**src/rtl/csum_pkg.sv**
```systemverilog
// ---------------------------------------------------------------------------
// csum_pkg
// Shared constants for the 16-bit ones'-complement checksum blocks.
//   WIDTH          : data / checksum width (only 16 is supported)
//   IDLE/ACCUM/DONE: FSM state encoding used by ones_comp_csum16
//   CSUM_ALL_ONES  : all-ones word (ones'-complement negative zero)
// ---------------------------------------------------------------------------
package csum_pkg;

  localparam int WIDTH = 16;

  localparam logic [1:0] IDLE  = 2'd0;
  localparam logic [1:0] ACCUM = 2'd1;
  localparam logic [1:0] DONE  = 2'd2;

  localparam logic [WIDTH-1:0] CSUM_ALL_ONES = 16'hFFFF;

endpackage

```
**src/rtl/ones_add16.sv**
```systemverilog
// ---------------------------------------------------------------------------
// ones_add16
// Combinational 16-bit ones'-complement (end-around-carry) adder.
// Ports:
//   a [15:0] : first operand
//   b [15:0] : second operand
//   y [15:0] : (a + b) with the carry out folded back into bit 0
// The fold cannot carry again: the largest 17-bit sum is 0x1FFFE, which
// folds to 0xFFFF.
// ---------------------------------------------------------------------------
module ones_add16
  import csum_pkg::*;
(
  input  logic [WIDTH-1:0] a,
  input  logic [WIDTH-1:0] b,
  output logic [WIDTH-1:0] y
);

  logic [WIDTH:0] sum17;

  assign sum17 = {1'b0, a} + {1'b0, b};
  assign y     = sum17[WIDTH-1:0] + {{(WIDTH-1){1'b0}}, sum17[WIDTH]};

endmodule

```
**src/rtl/ones_comp_csum16.sv**
```systemverilog
// ---------------------------------------------------------------------------
// ones_comp_csum16
// Streaming 16-bit ones'-complement checksum generator. Words of a frame
// arrive over a valid/ready input and are accumulated with end-around carry;
// after the word marked s_last the complement of the sum is presented on a
// valid/ready result port together with the frame's word count.
//
// Parameters:
//   WIDTH : data / checksum width (only 16 supported)
//   CNT_W : word counter width; the counter saturates at 2^CNT_W-1
//
// Ports:
//   clk      : system clock, rising edge
//   rst_n    : asynchronous active-low reset
//   s_valid  : input word valid
//   s_ready  : block can accept a word (low only while a result is pending)
//   s_data   : input word
//   s_last   : final word of the frame, qualified by s_valid
//   m_valid  : checksum result valid
//   m_ready  : consumer accepts the result
//   m_csum   : checksum, ~acc, held stable until accepted
//   m_count  : number of words in the frame, held stable until accepted
//   busy     : a frame is in progress or a result is pending
//   m_ok     : (only with CSUM_VERIFY_EN) acc == 16'hFFFF, i.e. a frame that
//              carries its own checksum verified correctly
//
// Build option: define CSUM_VERIFY_EN to add the m_ok output.
// ---------------------------------------------------------------------------
module ones_comp_csum16
  import csum_pkg::*;
#(
  parameter int WIDTH = 16,
  parameter int CNT_W = 16
) (
  input  logic             clk,
  input  logic             rst_n,
  input  logic             s_valid,
  output logic             s_ready,
  input  logic [WIDTH-1:0] s_data,
  input  logic             s_last,
  output logic             m_valid,
  input  logic             m_ready,
  output logic [WIDTH-1:0] m_csum,
  output logic [CNT_W-1:0] m_count,
  output logic             busy
`ifdef CSUM_VERIFY_EN
  ,
  output logic             m_ok
`endif
);

  logic [1:0]       state;
  logic [WIDTH-1:0] acc;
  logic [CNT_W-1:0] count;
  logic [WIDTH-1:0] csum_q;
  logic [CNT_W-1:0] count_q;

  logic             word_xfer;
  logic             res_xfer;
  logic [WIDTH-1:0] add_a;
  logic [WIDTH-1:0] acc_next;
  logic [CNT_W-1:0] count_next;

  // Handshakes and status derive directly from the state register.
  assign s_ready   = (state != DONE);
  assign m_valid   = (state == DONE);
  assign busy      = (state != IDLE);
  assign word_xfer = s_valid && s_ready;
  assign res_xfer  = m_valid && m_ready;

  // A word accepted in IDLE starts a new frame, so it is added to zero
  // rather than to whatever acc holds.
  assign add_a = (state == IDLE) ? '0 : acc;

  ones_add16 u_add (
    .a (add_a),
    .b (s_data),
    .y (acc_next)
  );

  always_comb begin
    count_next = count;
    if (state == IDLE) begin
      count_next = CNT_W'(1);
    end else if (!(&count)) begin
      count_next = count + CNT_W'(1);
    end
  end

  // Result registers are loaded from the next-state values on the last word,
  // so m_valid and the result appear together one cycle after that word.
  always_ff @(posedge clk or negedge rst_n) begin
    if (!rst_n) begin
      state   <= IDLE;
      acc     <= '0;
      count   <= '0;
      csum_q  <= CSUM_ALL_ONES;
      count_q <= '0;
    end else begin
      case (state)
        IDLE, ACCUM: begin
          if (word_xfer) begin
            acc   <= acc_next;
            count <= count_next;
            if (s_last) begin
              state   <= DONE;
              csum_q  <= ~acc_next;
              count_q <= count_next;
            end else begin
              state <= ACCUM;
            end
          end
        end
        DONE: begin
          if (res_xfer) begin
            state   <= IDLE;
            acc     <= '0;
            count   <= '0;
            csum_q  <= CSUM_ALL_ONES;
            count_q <= '0;
          end
        end
        default: begin
          state <= IDLE;
        end
      endcase
    end
  end

  assign m_csum  = csum_q;
  assign m_count = count_q;

`ifdef CSUM_VERIFY_EN
  logic ok_q;

  always_ff @(posedge clk or negedge rst_n) begin
    if (!rst_n) begin
      ok_q <= 1'b0;
    end else if ((state != DONE) && word_xfer && s_last) begin
      ok_q <= (acc_next == CSUM_ALL_ONES);
    end else if (res_xfer) begin
      ok_q <= 1'b0;
    end
  end

  assign m_ok = ok_q;
`endif

endmodule
```
**config.mk**
```make
export PLATFORM = sky130hd
export DESIGN_NAME = ones_comp_csum16
export DESIGN_NICKNAME = d
export VERILOG_FILES = /design/src/rtl/csum_pkg.sv /design/src/rtl/ones_add16.sv /design/src/rtl/ones_comp_csum16.sv
export SDC_FILE = /design/constraint.sdc
export NUM_CORES = 1
export LEC_CHECK = 0
export ABC_AREA = 1
export CORE_ASPECT_RATIO = 0.8
export CORE_MARGIN = 2
export CORE_UTILIZATION = 40
export CTS_CLUSTER_SIZE = 20
export DETAILED_ROUTE_END_ITERATION = 10
export PLACE_DENSITY = 0.59
export SLEW_MARGIN = 10
export SYNTH_ARGS = -nofsm -noshare
export SYNTH_HDL_FRONTEND = slang
export SYNTH_SLANG_ARGS = --single-unit
export TNS_END_PERCENT = 1
```
**constraint.sdc**
```tcl
create_clock -name clk -period 3.3 [get_ports clk]
set_input_delay 0.495 -clock clk [delete_from_list [all_inputs] [get_ports clk]]
set_output_delay 0.495 -clock clk [all_outputs]
set_load 0.05 [all_outputs]
```
Yosys cells after proc, flatten, opt, wreduce, memory -nomap -nowiden
Cells that the tools add are included.
Word-level totals
  memory bits (writable): 0
  latch bits: 0
  flip-flop bits (word level): 66
  output and inout port bits: 35
  ROM bits: 0
  memories kept: 0
  bits of input ports: 21
Cells by class
  add/subtract/negate cells: 3
  multiply operators: 0
  eq/ne operators: 6
  muxes and demuxes: 19
  $lt $le $gt $ge: 0
  bitwise operators: 1
  divide/modulo/power cells: 0
  shifts and indexed selects: 0
  reduce and logical (&&, ||, !) cells: 10
Operator list (count)
  16-bit 2-to-1 mux: 11
  16-bit one-hot mux with 2 select lines: 4
  16-bit by 16-bit adder with 17-bit output: 1
  16-bit by 1-bit adder with 16-bit output: 1
  16-bit by 1-bit adder with 16-bit output, second input constant: 1
  16-bit inverter: 1
  16-bit AND reduction: 1
  2-bit 2-to-1 mux: 3
  2-bit inequality test, second input constant: 3
  2-bit one-hot mux with 2 select lines: 1
  4-bit AND reduction: 1
  2-bit nonzero test: 2
  3-bit AND reduction: 1
  2-bit by 1-bit equality test with 1-bit output, second input constant: 1
  2-bit equality test, second input constant: 1
  1-bit logical AND: 2
  2-bit logical NOT: 1
  2-bit by 1-bit inequality test with 1-bit output, second input constant: 1
  2-bit AND reduction: 1
  2-bit OR reduction: 1

Longest topological paths before layout
Gate-level depths: netlist (run 1).
  depth in word-level cells: 8
  mapped depth: 30

Modules after synthesis
Synthesis (run 1) repeated with hierarchy kept, for this count alone.
Second synthesis, totals
  cell total of the unflattened synthesis: 682
  area, all modules: 4744.6 um^2
Modules (own cells, without submodules)
  ones_comp_csum16: area an instance 3223.1 um^2, seq. area each 1671.6 um^2, times used 1, cells an instance 398
  ones_add16: area an instance 1521.5 um^2, seq. area each 0.0 um^2, times used 1, cells an instance 284

Worst setup path after synthesis (run 1)
No wires, ideal clock.
  kind: flip-flop to flip-flop
  from: reg state[0]
  to: reg acc[11]
  clock period less this slack: 3.592 ns
  library setup time: 0.128 ns
  path buffers: 1
  setup slack: -0.292 ns
  data arrival time: 3.464 ns
  cell stages (with the launch flop): 27
  path through: dfrtp_1 -> buf_4 -> nor2_1 -> inv_1 -> nand2_1 -> fa_1 -> inv_1 -> nand3_1 -> nand2_1 -> nand2_1 -> nand2_1 -> nand2_1 -> nand2_1 -> a21oi_1 -> o21bai_1 -> ha_1 -> nand2_1 -> nor2_2 -> nand3_2 -> nor2_1 -> nand2_1 -> nor2_4 -> nand3_2 -> nor2_2 -> nand2_1 -> nand3_1 -> o21ai_0
On the way
  longest elaborated chain between the ends: 6
  elaborated cells between the ends (all ways): 16
  those cells by class: add/sub: 2; eq/ne: 5; mux: 3; reduce/logical: 6
Ends and longest elaborated chain
  from (decl): RTL line ones_comp_csum16.sv:52  | logic [1:0] state;
  from (signal assigned): RTL line ones_comp_csum16.sv:94  | state <= IDLE;
  from (signal assigned): RTL line ones_comp_csum16.sv:106  | state <= DONE;
  from (signal assigned): RTL line ones_comp_csum16.sv:110  | state <= ACCUM;
  2-bit logical NOT: RTL line ones_comp_csum16.sv:73, ones_comp_csum16.sv:100
  16-bit 2-to-1 mux: RTL line ones_comp_csum16.sv:73  | assign add_a = (state == IDLE) ? '0 : acc;
  16-bit by 16-bit adder with 17-bit output: RTL line ones_add16.sv:21  | assign sum17 = {1'b0, a} + {1'b0, b};
  16-bit by 1-bit adder with 16-bit output: RTL line ones_add16.sv:22  | assign y = sum17[WIDTH-1:0] + {{(WIDTH-1){1'b0}}, sum17[WIDTH]};
  16-bit 2-to-1 mux: RTL line ones_comp_csum16.sv:102  | if (word_xfer) begin
  16-bit one-hot mux with 2 select lines: RTL line ones_comp_csum16.sv:100  | case (state)
  to (signal assigned): RTL line ones_comp_csum16.sv:103  | acc <= acc_next;
  to (decl): RTL line ones_comp_csum16.sv:53  | logic [WIDTH-1:0] acc;
Several ways; a longest one is shown, not always the timed one. The select of a mux whose other input is x is not followed.
A chain may end at the register's enable or synchronous reset.

Worst setup path in the final report (run 1)
  from: reg state[1]
  to: reg csum_q[11], in the netlist m_csum[11]
On the way
  longest elaborated chain between the ends: 8
  elaborated cells between the ends (all ways): 19
  those cells by class: add/sub: 2; eq/ne: 6; mux: 4; bitwise: 1; reduce/logical: 6
Ends and longest elaborated chain
  2-bit logical NOT: RTL line ones_comp_csum16.sv:73, ones_comp_csum16.sv:100
  16-bit 2-to-1 mux: RTL line ones_comp_csum16.sv:73
  16-bit by 16-bit adder with 17-bit output: RTL line ones_add16.sv:21
  16-bit by 1-bit adder with 16-bit output: RTL line ones_add16.sv:22
  16-bit inverter: RTL line ones_comp_csum16.sv:107  | csum_q <= ~acc_next;
  16-bit 2-to-1 mux: RTL line ones_comp_csum16.sv:105  | if (s_last) begin
  16-bit 2-to-1 mux: RTL line ones_comp_csum16.sv:102
  16-bit one-hot mux with 2 select lines: RTL line ones_comp_csum16.sv:100
  to (signal assigned): RTL line ones_comp_csum16.sv:107
  to (decl): RTL line ones_comp_csum16.sv:55  | logic [WIDTH-1:0] csum_q;
Several ways; a longest one is shown, not always the timed one. The select of a mux whose other input is x is not followed.

==> metrics.txt, run 1 <==
# TYPE chip_impl_metric gauge
chip_impl_metric{name="synth-async-reset-ratio",unit="%"} 100
chip_impl_metric{name="yosys_register_bits",unit=""} 66
chip_impl_metric{name="clk_path_buf_depth",unit=""} 2
chip_impl_metric{name="grt_pass1_vias",unit=""} 4142
chip_impl_metric{name="fmaxAchievable",unit="MHz"} 289
chip_impl_info{name="post_synth_most_frequent_cells",value="211 x sky130_fd_sc_hd__nand2_1, 88 x sky130_fd_sc_hd__inv_1, 50 x sky130_fd_sc_hd__dfrtp_1, 48 x sky130_fd_sc_hd__nand3_1, 47 x sky130_fd_sc_hd__o21ai_0"} 1
chip_impl_metric{name="synthesis.area",unit="mm2"} 0.00443
chip_impl_info{name="violated_checks",value="setup timing"} 1
chip_impl_info{name="synth_ff_type",value="sky130_fd_sc_hd__dfrtp_1"} 1
chip_impl_info{name="synth_top_cells_by_area",value="sky130_fd_sc_hd__dfrtp_1 28%, sky130_fd_sc_hd__nand2_1 18%, sky130_fd_sc_hd__dfstp_2 9.5%"} 1
chip_impl_metric{name="area.growth.synth_to_final",unit="%"} 35.0
chip_impl_info{name="cell_type_with_the_highest_aggregate_area_in_the_netlist",value="sky130_fd_sc_hd__dfrtp_1"} 1
chip_impl_metric{name="finalWeightedCongestion",unit=""} 0.862
chip_impl_metric{name="detailedRoute.firstPassIterationCount",unit=""} 5
chip_impl_metric{name="grt_start_max_net_pins",unit=""} 67
chip_impl_metric{name="ys_seq_area_share",unit="%"} 37.7
chip_impl_metric{name="antenna_cells",unit=""} 0
chip_impl_metric{name="final_layout_size_suffix_gt1_share",unit="%"} 21.5
chip_impl_metric{name="slew-limit-headroom",unit="%"} 39.5
chip_impl_info{name="startpoint_type",value="register"} 1
chip_impl_metric{name="finalMaxSlewViolations",unit=""} 0
chip_impl_metric{name="post_synth.cell_area_avg",unit="um2"} 7.02
chip_impl_metric{name="nNetsFinal",unit=""} 788
chip_impl_metric{name="final.setup_skew",unit="ps"} 5.58
chip_impl_metric{name="filler_cell_count",unit=""} 1077
chip_impl_metric{name="final_cell_area",unit="mm2"} 0.00598
chip_impl_metric{name="layout.core_utilization",unit="%"} 55.2
chip_impl_metric{name="synth_fp_nets",unit=""} 672
chip_impl_metric{name="antenna_left",unit=""} 0
chip_impl_info{name="cp_top_family",value="buffers and inverters"} 1
chip_impl_metric{name="dp_slack",unit="ps"} -586
chip_impl_metric{name="placed_cell_area",unit="mm2"} 0.00535
chip_impl_metric{name="design.die.area",unit="mm2"} 0.0119
chip_impl_metric{name="post_layout_nonfiller_instances",unit=""} 896
chip_impl_metric{name="synth_xor_xnor_area_share",unit="%"} 0.791
chip_impl_metric{name="wl",unit="mm"} 12.1
chip_impl_metric{name="worst-slew-pin-transition",unit="ps"} 908
chip_impl_metric{name="synth_simple_gate_area_share",unit="%"} 33.3
chip_impl_metric{name="detailedRoute.firstIterationViolations",unit=""} 332
chip_impl_metric{name="worst_slack",unit="ps"} -158
chip_impl_metric{name="number_of_standard_cells_after_synthesis",unit=""} 631
chip_impl_info{name="yosys.cell_count.top_type",value="sky130_fd_sc_hd__nand2_1"} 1
chip_impl_metric{name="yosysWarnings",unit=""} 0
chip_impl_metric{name="synth-adder-area-share",unit="%"} 5.82
chip_impl_info{name="crit_top_cell",value="sky130_fd_sc_hd__buf_4"} 1
chip_impl_metric{name="antenna_found_initial",unit=""} 0
chip_impl_metric{name="place.port_buffers",unit=""} 55
chip_impl_metric{name="cts-htree-levels",unit=""} 3
chip_impl_metric{name="tritoncts.num_buffers",unit=""} 9
chip_impl_metric{name="detailed_place_hpwl",unit="mm"} 8.79
chip_impl_metric{name="critical_path_arrival",unit="ps"} 3720
chip_impl_metric{name="wl_per_cell",unit="um"} 13.5
chip_impl_metric{name="synth.mux.area_fraction",unit="%"} 0
chip_impl_info{name="hold_path.class",value="primary input to asynchronous set/reset pin"} 1
chip_impl_metric{name="leakage",unit="nW"} 2.93
chip_impl_metric{name="critical_path.max_fanout",unit=""} 6
chip_impl_metric{name="count_of_flip_flops_with_a_built_in_enable_after_synthesis",unit=""} 0
chip_impl_metric{name="die_h",unit="um"} 98.1
chip_impl_metric{name="initial_core_util",unit="%"} 40.8
chip_impl_info{name="synth_top_family_by_area",value="simple AND/OR/NAND/NOR gates"} 1
chip_impl_metric{name="clkSlewWorstSetupHoldPaths",unit="ps"} 50
chip_impl_info{name="crit_path_end_kind",value="register"} 1
chip_impl_metric{name="hold_viol_final",unit=""} 0
chip_impl_metric{name="totalPowerFinal",unit="W"} 0.00457
chip_impl_metric{name="report.final.setup_viol",unit=""} 19
chip_impl_metric{name="num_rows",unit=""} 34
chip_impl_metric{name="synth-compound-area-share",unit="%"} 11.5
chip_impl_metric{name="grt.overflow.total",unit=""} 0
chip_impl_metric{name="dpl.cell_count",unit=""} 853
chip_impl_info{name="rsz0062_at_grt",value="true"} 1
chip_impl_metric{name="synth_top_cell_area_share",unit="%"} 28.2
chip_impl_metric{name="max_cap_viol_count",unit=""} 0
chip_impl_metric{name="worst_ep_required",unit="ps"} 3560
chip_impl_metric{name="grt.total_usage",unit="%"} 21.4
chip_impl_metric{name="skew_pair_late_insertion_delay",unit="ps"} 340
chip_impl_info{name="cts_tree",value="done"} 1
chip_impl_metric{name="ios",unit=""} 56
chip_impl_metric{name="die_boundary_width",unit="um"} 122
chip_impl_info{name="critPathSlowestCell",value="sky130_fd_sc_hd__dfrtp_2"} 1
chip_impl_metric{name="design.core.area",unit="mm2"} 0.0108
chip_impl_metric{name="post-route-min-period",unit="ps"} 3460
chip_impl_metric{name="vias_per_cell",unit=""} 4.94
chip_impl_metric{name="ratio_of_total_power_to_cell_area",unit="mW/mm2"} 763
chip_impl_metric{name="final_period_util",unit="%"} 105
chip_impl_metric{name="worst_ir_drop_vdd",unit="mV"} 0.423
chip_impl_metric{name="cp_slowest_stage_delay",unit="ps"} 420
chip_impl_info{name="root_buffer_selected_by_cts",value="sky130_fd_sc_hd__clkbuf_16"} 1
chip_impl_info{name="result_of_the_run",value="finished, violations left"} 1
chip_impl_metric{name="drc",unit=""} 0
chip_impl_metric{name="synth_cell_types",unit=""} 39
chip_impl_info{name="worstSetupPathType",value="register to register"} 1
chip_impl_metric{name="cp_num_buf_inv",unit=""} 12
chip_impl_metric{name="route.vias.total",unit=""} 4422
chip_impl_metric{name="cts.sinks",unit=""} 66
chip_impl_metric{name="grt_pass1_wl",unit="mm"} 20.0
[per-stage QoR]
step	hold slack [ps]	setup TNS, ps
after global placement	456	-6840
after detailed placement	458	-10050
after floorplan	199	-578
after global routing	432	-7350
after CTS	379	-977
final	354	-1600
[layout make-up]
class	instances	area [um2]	share of cell area [%]
flip-flops and latches	66	1670	28.0
multi-input cells	458	2430	40.7
inverters	91	344	5.75
well taps	144	180	3.01
clock inverters	3	15.0	0.251
clock buffers	13	250	4.18
repair buffers	121	1090	18.2
[worst register-to-register path, cell delays in order (launching register included)]
cell	delay (ps)
sky130_fd_sc_hd__dfrtp_2	420
sky130_fd_sc_hd__nor2_4	130
sky130_fd_sc_hd__buf_12	140
sky130_fd_sc_hd__buf_12	120
sky130_fd_sc_hd__nor2_1	50
sky130_fd_sc_hd__ha_1	310
sky130_fd_sc_hd__nand2_1	80
sky130_fd_sc_hd__nand2_1	60
sky130_fd_sc_hd__inv_1	110
sky130_fd_sc_hd__nand2_2	80
sky130_fd_sc_hd__buf_4	130
sky130_fd_sc_hd__buf_4	120
sky130_fd_sc_hd__buf_4	120
sky130_fd_sc_hd__buf_4	120
sky130_fd_sc_hd__buf_4	120
sky130_fd_sc_hd__buf_4	130
sky130_fd_sc_hd__buf_4	120
sky130_fd_sc_hd__buf_4	120
sky130_fd_sc_hd__nand2_1	90
sky130_fd_sc_hd__nand2_4	80
sky130_fd_sc_hd__nor2_4	140
sky130_fd_sc_hd__buf_6	130
sky130_fd_sc_hd__nand4_1	150
sky130_fd_sc_hd__nand3_2	120
sky130_fd_sc_hd__nand3_2	90
sky130_fd_sc_hd__nand2_1	70
sky130_fd_sc_hd__nand2_1	60
[cell families (layout without fill, tap and decap cells)]
family | count (synthesis) | in the layout
AO/OA/AOI/OAI | 92 | 92
XOR/XNOR | 4 | 4
adder cells (fa/ha/maj) | 20 | 20
buffers and inverters | 107 | 228
flip-flops | 66 | 66
AND/OR/NAND/NOR | 342 | 342
[flip-flops by register name, indices dropped and copies added (netlist names)]
| name | flops |
|---|---|
| acc | 16 |
| count | 16 |
| m_count | 16 |
| m_csum | 16 |
| state | 2 |
[power by group]
part | total (W) | leakage [nW] | internal, W | switching (W)
combinational | 0.00248 | 1.96 | 0.000928 | 0.00155
clock | 0.000863 | 0.133 | 0.000525 | 0.000338
sequential | 0.00123 | 0.832 | 0.00110 | 0.000130
[final timing paths]
check | from | cells past startpoint | endpoint | slack (ps)
max | state[1] | 26 | m_csum[11] | -160
min | rst_n | 2 | m_count[2] | 350
max reg2reg | state[1] | 26 | m_csum[11] | -160
min reg2reg | m_csum[2] | 2 | m_csum[2] | 470
max in group asynchronous | rst_n | 2 | state[1] | 2370
min in group clk | m_csum[2] | 2 | m_csum[2] | 470
[placed cells by master, fill, tap and decap left out, drive strengths merged, types with 2 or more instances in the layout]
cell | netlist | layout
nand2 | 212 | 212
inv | 91 | 91
buf | 12 | 66
o21ai | 58 | 58
clkdlybuf4s50 | 0 | 53
nor2 | 52 | 52
nand3 | 51 | 51
dfrtp | 50 | 50
a21oi | 20 | 20
ha | 19 | 19
dfstp | 16 | 16
clkbuf | 4 | 14
nand4 | 8 | 8
nor3 | 6 | 6
nand3b | 6 | 6
a31oi | 5 | 5
or2 | 4 | 4
xor2 | 3 | 3
o31ai | 3 | 3
clkinv | 0 | 3
o21bai | 3 | 3
o211ai | 2 | 2
nor4 | 2 | 2
[what timing repair did]
item | in CTS | in global routing
resized for setup | 21 | 27
setup endpoints to repair | 20 | 27
cloned | 0 | 1
pin swaps | 16 | 26
buffers inserted | 18 | 8
hold buffers | 0 | 0
[metal layers]
metal | routed length, um | share of wire [%] | vias to the layer above | track usage (%)
met2 | 4990 | 41 | 127 | 30.3
met5 | 0 | 0 | - | 0
li1 | - | - | 2246 | -
met3 | 682 | 5.6 | 11 | 5.32
met1 | 6320 | 52 | 2038 | 32.6
met4 | 121 | 1.0 | 0 | 4.86
No activity file was read; power rests on OpenSTA's default activity.
==> run 2, diff against run 1 <==
--- a/config.mk
+++ b/config.mk
@@ -12,6 +12,7 @@
 export CTS_CLUSTER_SIZE = 20
 export DETAILED_ROUTE_END_ITERATION = 10
 export PLACE_DENSITY = 0.59
+export SKIP_LAST_GASP = 1
 export SLEW_MARGIN = 10
 export SYNTH_ARGS = -nofsm -noshare
 export SYNTH_HDL_FRONTEND = slang
==> metrics.txt, run 2 (synthesized netlist as in run 1, its figures left out) <==
# TYPE chip_impl_metric gauge
chip_impl_metric{name="tritoncts.num_buffers",unit=""} 9
chip_impl_metric{name="critical_path.max_fanout",unit=""} 6
chip_impl_metric{name="route.vias.total",unit=""} 4403
chip_impl_metric{name="nNetsFinal",unit=""} 792
chip_impl_metric{name="post-route-min-period",unit="ps"} 3460
chip_impl_metric{name="power.share.switching",unit="%"} 44.1
chip_impl_metric{name="global_route.usage.met2",unit="%"} 30.2
chip_impl_info{name="cts_tree",value="done"} 1
chip_impl_info{name="startpoint_type",value="register"} 1
chip_impl_metric{name="max_cap_viol_count",unit=""} 0
chip_impl_info{name="mostFrequentLayoutCells",value="196 x sky130_fd_sc_hd__nand2_1, 81 x sky130_fd_sc_hd__inv_1, 66 x sky130_fd_sc_hd__buf_4, 53 x sky130_fd_sc_hd__clkdlybuf4s50_1, 49 x sky130_fd_sc_hd__dfrtp_1"} 1
chip_impl_metric{name="design.core.area",unit="mm2"} 0.0108
chip_impl_metric{name="internal_power",unit="W"} 0.00258
chip_impl_metric{name="clock_power_share",unit="%"} 18.7
chip_impl_metric{name="ios",unit=""} 56
chip_impl_info{name="violated_checks",value="setup timing"} 1
chip_impl_metric{name="wl",unit="mm"} 12.2
chip_impl_info{name="crit_top_cell",value="sky130_fd_sc_hd__buf_4"} 1
chip_impl_metric{name="area.growth.synth_to_final",unit="%"} 36.4
chip_impl_metric{name="report.final.setup_viol",unit=""} 24
chip_impl_metric{name="wl_per_cell",unit="um"} 13.5
chip_impl_metric{name="finalMaxSlewViolations",unit=""} 0
chip_impl_metric{name="cts.sinks",unit=""} 66
chip_impl_info{name="crit_path_end_kind",value="register"} 1
chip_impl_metric{name="vias_per_cell",unit=""} 4.89
chip_impl_info{name="critPathSlowestCell",value="sky130_fd_sc_hd__dfrtp_2"} 1
chip_impl_metric{name="dp_slack",unit="ps"} -586
chip_impl_info{name="worst_r2r_startpoint",value="state[1]"} 1
chip_impl_metric{name="seq_power_share",unit="%"} 26.6
chip_impl_metric{name="finalWeightedCongestion",unit=""} 0.862
chip_impl_metric{name="detailedRoute.firstPassIterationCount",unit=""} 5
chip_impl_metric{name="antenna_left",unit=""} 0
chip_impl_metric{name="final_layout_size_suffix_gt1_share",unit="%"} 22.9
chip_impl_metric{name="fmaxAchievable",unit="MHz"} 289
chip_impl_metric{name="cts-htree-levels",unit=""} 3
chip_impl_info{name="result_of_the_run",value="finished, violations left"} 1
chip_impl_metric{name="worst_ep_required",unit="ps"} 3570
chip_impl_metric{name="grt.overflow.total",unit=""} 0
chip_impl_info{name="setup.worst_path.start",value="state[1]"} 1
chip_impl_metric{name="met3_usage",unit="%"} 5.32
chip_impl_info{name="grt-busiest-layer",value="met1"} 1
chip_impl_metric{name="antenna_cells",unit=""} 0
chip_impl_metric{name="hold-worst-slack",unit="ps"} 352
chip_impl_info{name="cp_top_family",value="buffers and inverters"} 1
chip_impl_info{name="worstSetupPathType",value="register to register"} 1
chip_impl_metric{name="combinationalPowerShare",unit="%"} 54.7
chip_impl_metric{name="detailed_place_hpwl",unit="mm"} 8.79
chip_impl_info{name="root_buffer_selected_by_cts",value="sky130_fd_sc_hd__clkbuf_16"} 1
chip_impl_metric{name="critical_path_arrival",unit="ps"} 3730
chip_impl_metric{name="antenna_found_initial",unit=""} 0
chip_impl_metric{name="worst_ir_drop_vdd",unit="mV"} 0.420
chip_impl_metric{name="die_boundary_width",unit="um"} 122
chip_impl_metric{name="ctsHoldBuffers",unit=""} 0
chip_impl_info{name="rsz0062_at_grt",value="true"} 1
chip_impl_metric{name="slew-limit-headroom",unit="%"} 39.4
chip_impl_metric{name="worst_slack",unit="ps"} -165
chip_impl_metric{name="grt_pass1_wl",unit="mm"} 20.0
chip_impl_metric{name="design.die.area",unit="mm2"} 0.0119
chip_impl_metric{name="cp_num_buf_inv",unit=""} 12
chip_impl_info{name="final_common_cell",value="sky130_fd_sc_hd__nand2_1"} 1
chip_impl_metric{name="clk_path_buf_depth",unit=""} 2
chip_impl_metric{name="detailedRoute.firstIterationViolations",unit=""} 306
chip_impl_metric{name="place.port_buffers",unit=""} 55
chip_impl_metric{name="final.setup_skew",unit="ps"} 5.51
chip_impl_metric{name="initial_core_util",unit="%"} 40.8
chip_impl_metric{name="final_period_util",unit="%"} 105
chip_impl_metric{name="leakage",unit="nW"} 2.95
chip_impl_metric{name="total_switching_power",unit="W"} 0.00203
chip_impl_metric{name="num_rows",unit=""} 34
chip_impl_metric{name="worst-slew-pin-transition",unit="ps"} 909
chip_impl_metric{name="reg2reg_setup_slack",unit="ps"} -160
chip_impl_metric{name="cp_slowest_stage_delay",unit="ps"} 420
chip_impl_metric{name="grt_pass1_vias",unit=""} 4143
chip_impl_metric{name="drc",unit=""} 0
chip_impl_metric{name="grt.total_usage",unit="%"} 21.3
chip_impl_metric{name="grt.met1_usage",unit="%"} 32.7
chip_impl_metric{name="ratio_of_total_power_to_cell_area",unit="mW/mm2"} 763
chip_impl_metric{name="grt_start_max_net_pins",unit=""} 67
chip_impl_metric{name="die_h",unit="um"} 98.1
chip_impl_metric{name="hold_viol_final",unit=""} 0
chip_impl_metric{name="skew_pair_late_insertion_delay",unit="ps"} 340
chip_impl_metric{name="clkSlewWorstSetupHoldPaths",unit="ps"} 50
chip_impl_info{name="hold_path.class",value="primary input to asynchronous set/reset pin"} 1
==> run 2: cell types whose count changed in the layout (fill, tap and decap cells not counted), moves of 3 or more <==
cell	previous run	this run
sky130_fd_sc_hd__buf_4	62	66
sky130_fd_sc_hd__inv_1	84	81
sky130_fd_sc_hd__inv_2	6	9
sky130_fd_sc_hd__nor2_2	7	10
sky130_fd_sc_hd__o21ai_0	41	44
sky130_fd_sc_hd__o21ai_1	12	9
==> run 2: repair_timing <==
| action | CTS | global route |
|---|---|---|
| setup buffers | 18 | 13 |
| resized for setup | 20 | 34 |
| pin swaps | 16 | 32 |
| setup endpoints to repair | 20 | 26 |
| cloned | 0 | 1 |
==> run 2: layout make-up <==
cell class                 instances  area (um2)
fill                            1062        4800
multi-input combinational        458        2470
sequential                        66        1670
timing repair buffer             125        1120
inverter                          91         344
clock buffer                      13         250
tap                              144         180
clock inverter                     3        15.0
==> run 2: final timing paths <==
check,to,cells after the start
hold / removal,m_count[2],2
max in group asynchronous,state[1],2
setup reg to reg,m_csum[11],26
min in group clk,m_csum[2],2
hold reg to reg,m_csum[2],2
setup / recovery,m_csum[11],26
==> run 2: worst register-to-register path, cell delays in order (launching register included) <==
cell and delay [ps]:
sky130_fd_sc_hd__dfrtp_2 420, sky130_fd_sc_hd__nor2_4 130, sky130_fd_sc_hd__buf_12 140, sky130_fd_sc_hd__clkbuf_16 140, sky130_fd_sc_hd__nor2_1 50, sky130_fd_sc_hd__ha_1 330, sky130_fd_sc_hd__nand2_1 90, sky130_fd_sc_hd__nand2_2 60
sky130_fd_sc_hd__inv_2 80, sky130_fd_sc_hd__nand2_4 60, sky130_fd_sc_hd__buf_4 120, sky130_fd_sc_hd__buf_4 120, sky130_fd_sc_hd__buf_4 120, sky130_fd_sc_hd__buf_4 110, sky130_fd_sc_hd__buf_4 120, sky130_fd_sc_hd__buf_4 120
sky130_fd_sc_hd__buf_4 130, sky130_fd_sc_hd__buf_4 120, sky130_fd_sc_hd__nand2_1 60, sky130_fd_sc_hd__nand2_2 100, sky130_fd_sc_hd__nor2_4 150, sky130_fd_sc_hd__buf_6 130, sky130_fd_sc_hd__nand4_1 150, sky130_fd_sc_hd__nand3_2 120
sky130_fd_sc_hd__nand3_2 90, sky130_fd_sc_hd__nand2_1 70, sky130_fd_sc_hd__nand2_1 60
==> run 2: power groups by stage <==
stage | clock network (W) | logic (W) | registers [W]
final | 0.000863 | 0.00252 | 0.00123
after global routing | 0.000928 | 0.00276 | 0.00125
after CTS | 0.000886 | 0.00234 | 0.00123
after detailed placement | 0 | 0.00222 | 0.00124
after global placement | 0 | 0.00218 | 0.00123
after floorplan | 0 | 0.00112 | 0.00161
==> run 2: stage by stage <==
stage	std cells	util (%)	setup TNS (ps)	instance area (um2)	total power, W
after floorplan	631	-	-578	4470	0.00273
after global placement	853	49.3	-6840	5350	0.00342
after detailed placement	853	49.3	-10050	5350	0.00345
after CTS	887	53.5	-1010	5810	0.00445
after global routing	900	55.7	-7370	6040	0.00494
final	900	55.7	-1920	6040	0.00461
==> run 2: layer usage <==
layer	share of wire, %	vias up
met5	0	-
met4	1.0	0
met3	4.7	11
met2	42	100
met1	53	2032
li1	-	2260
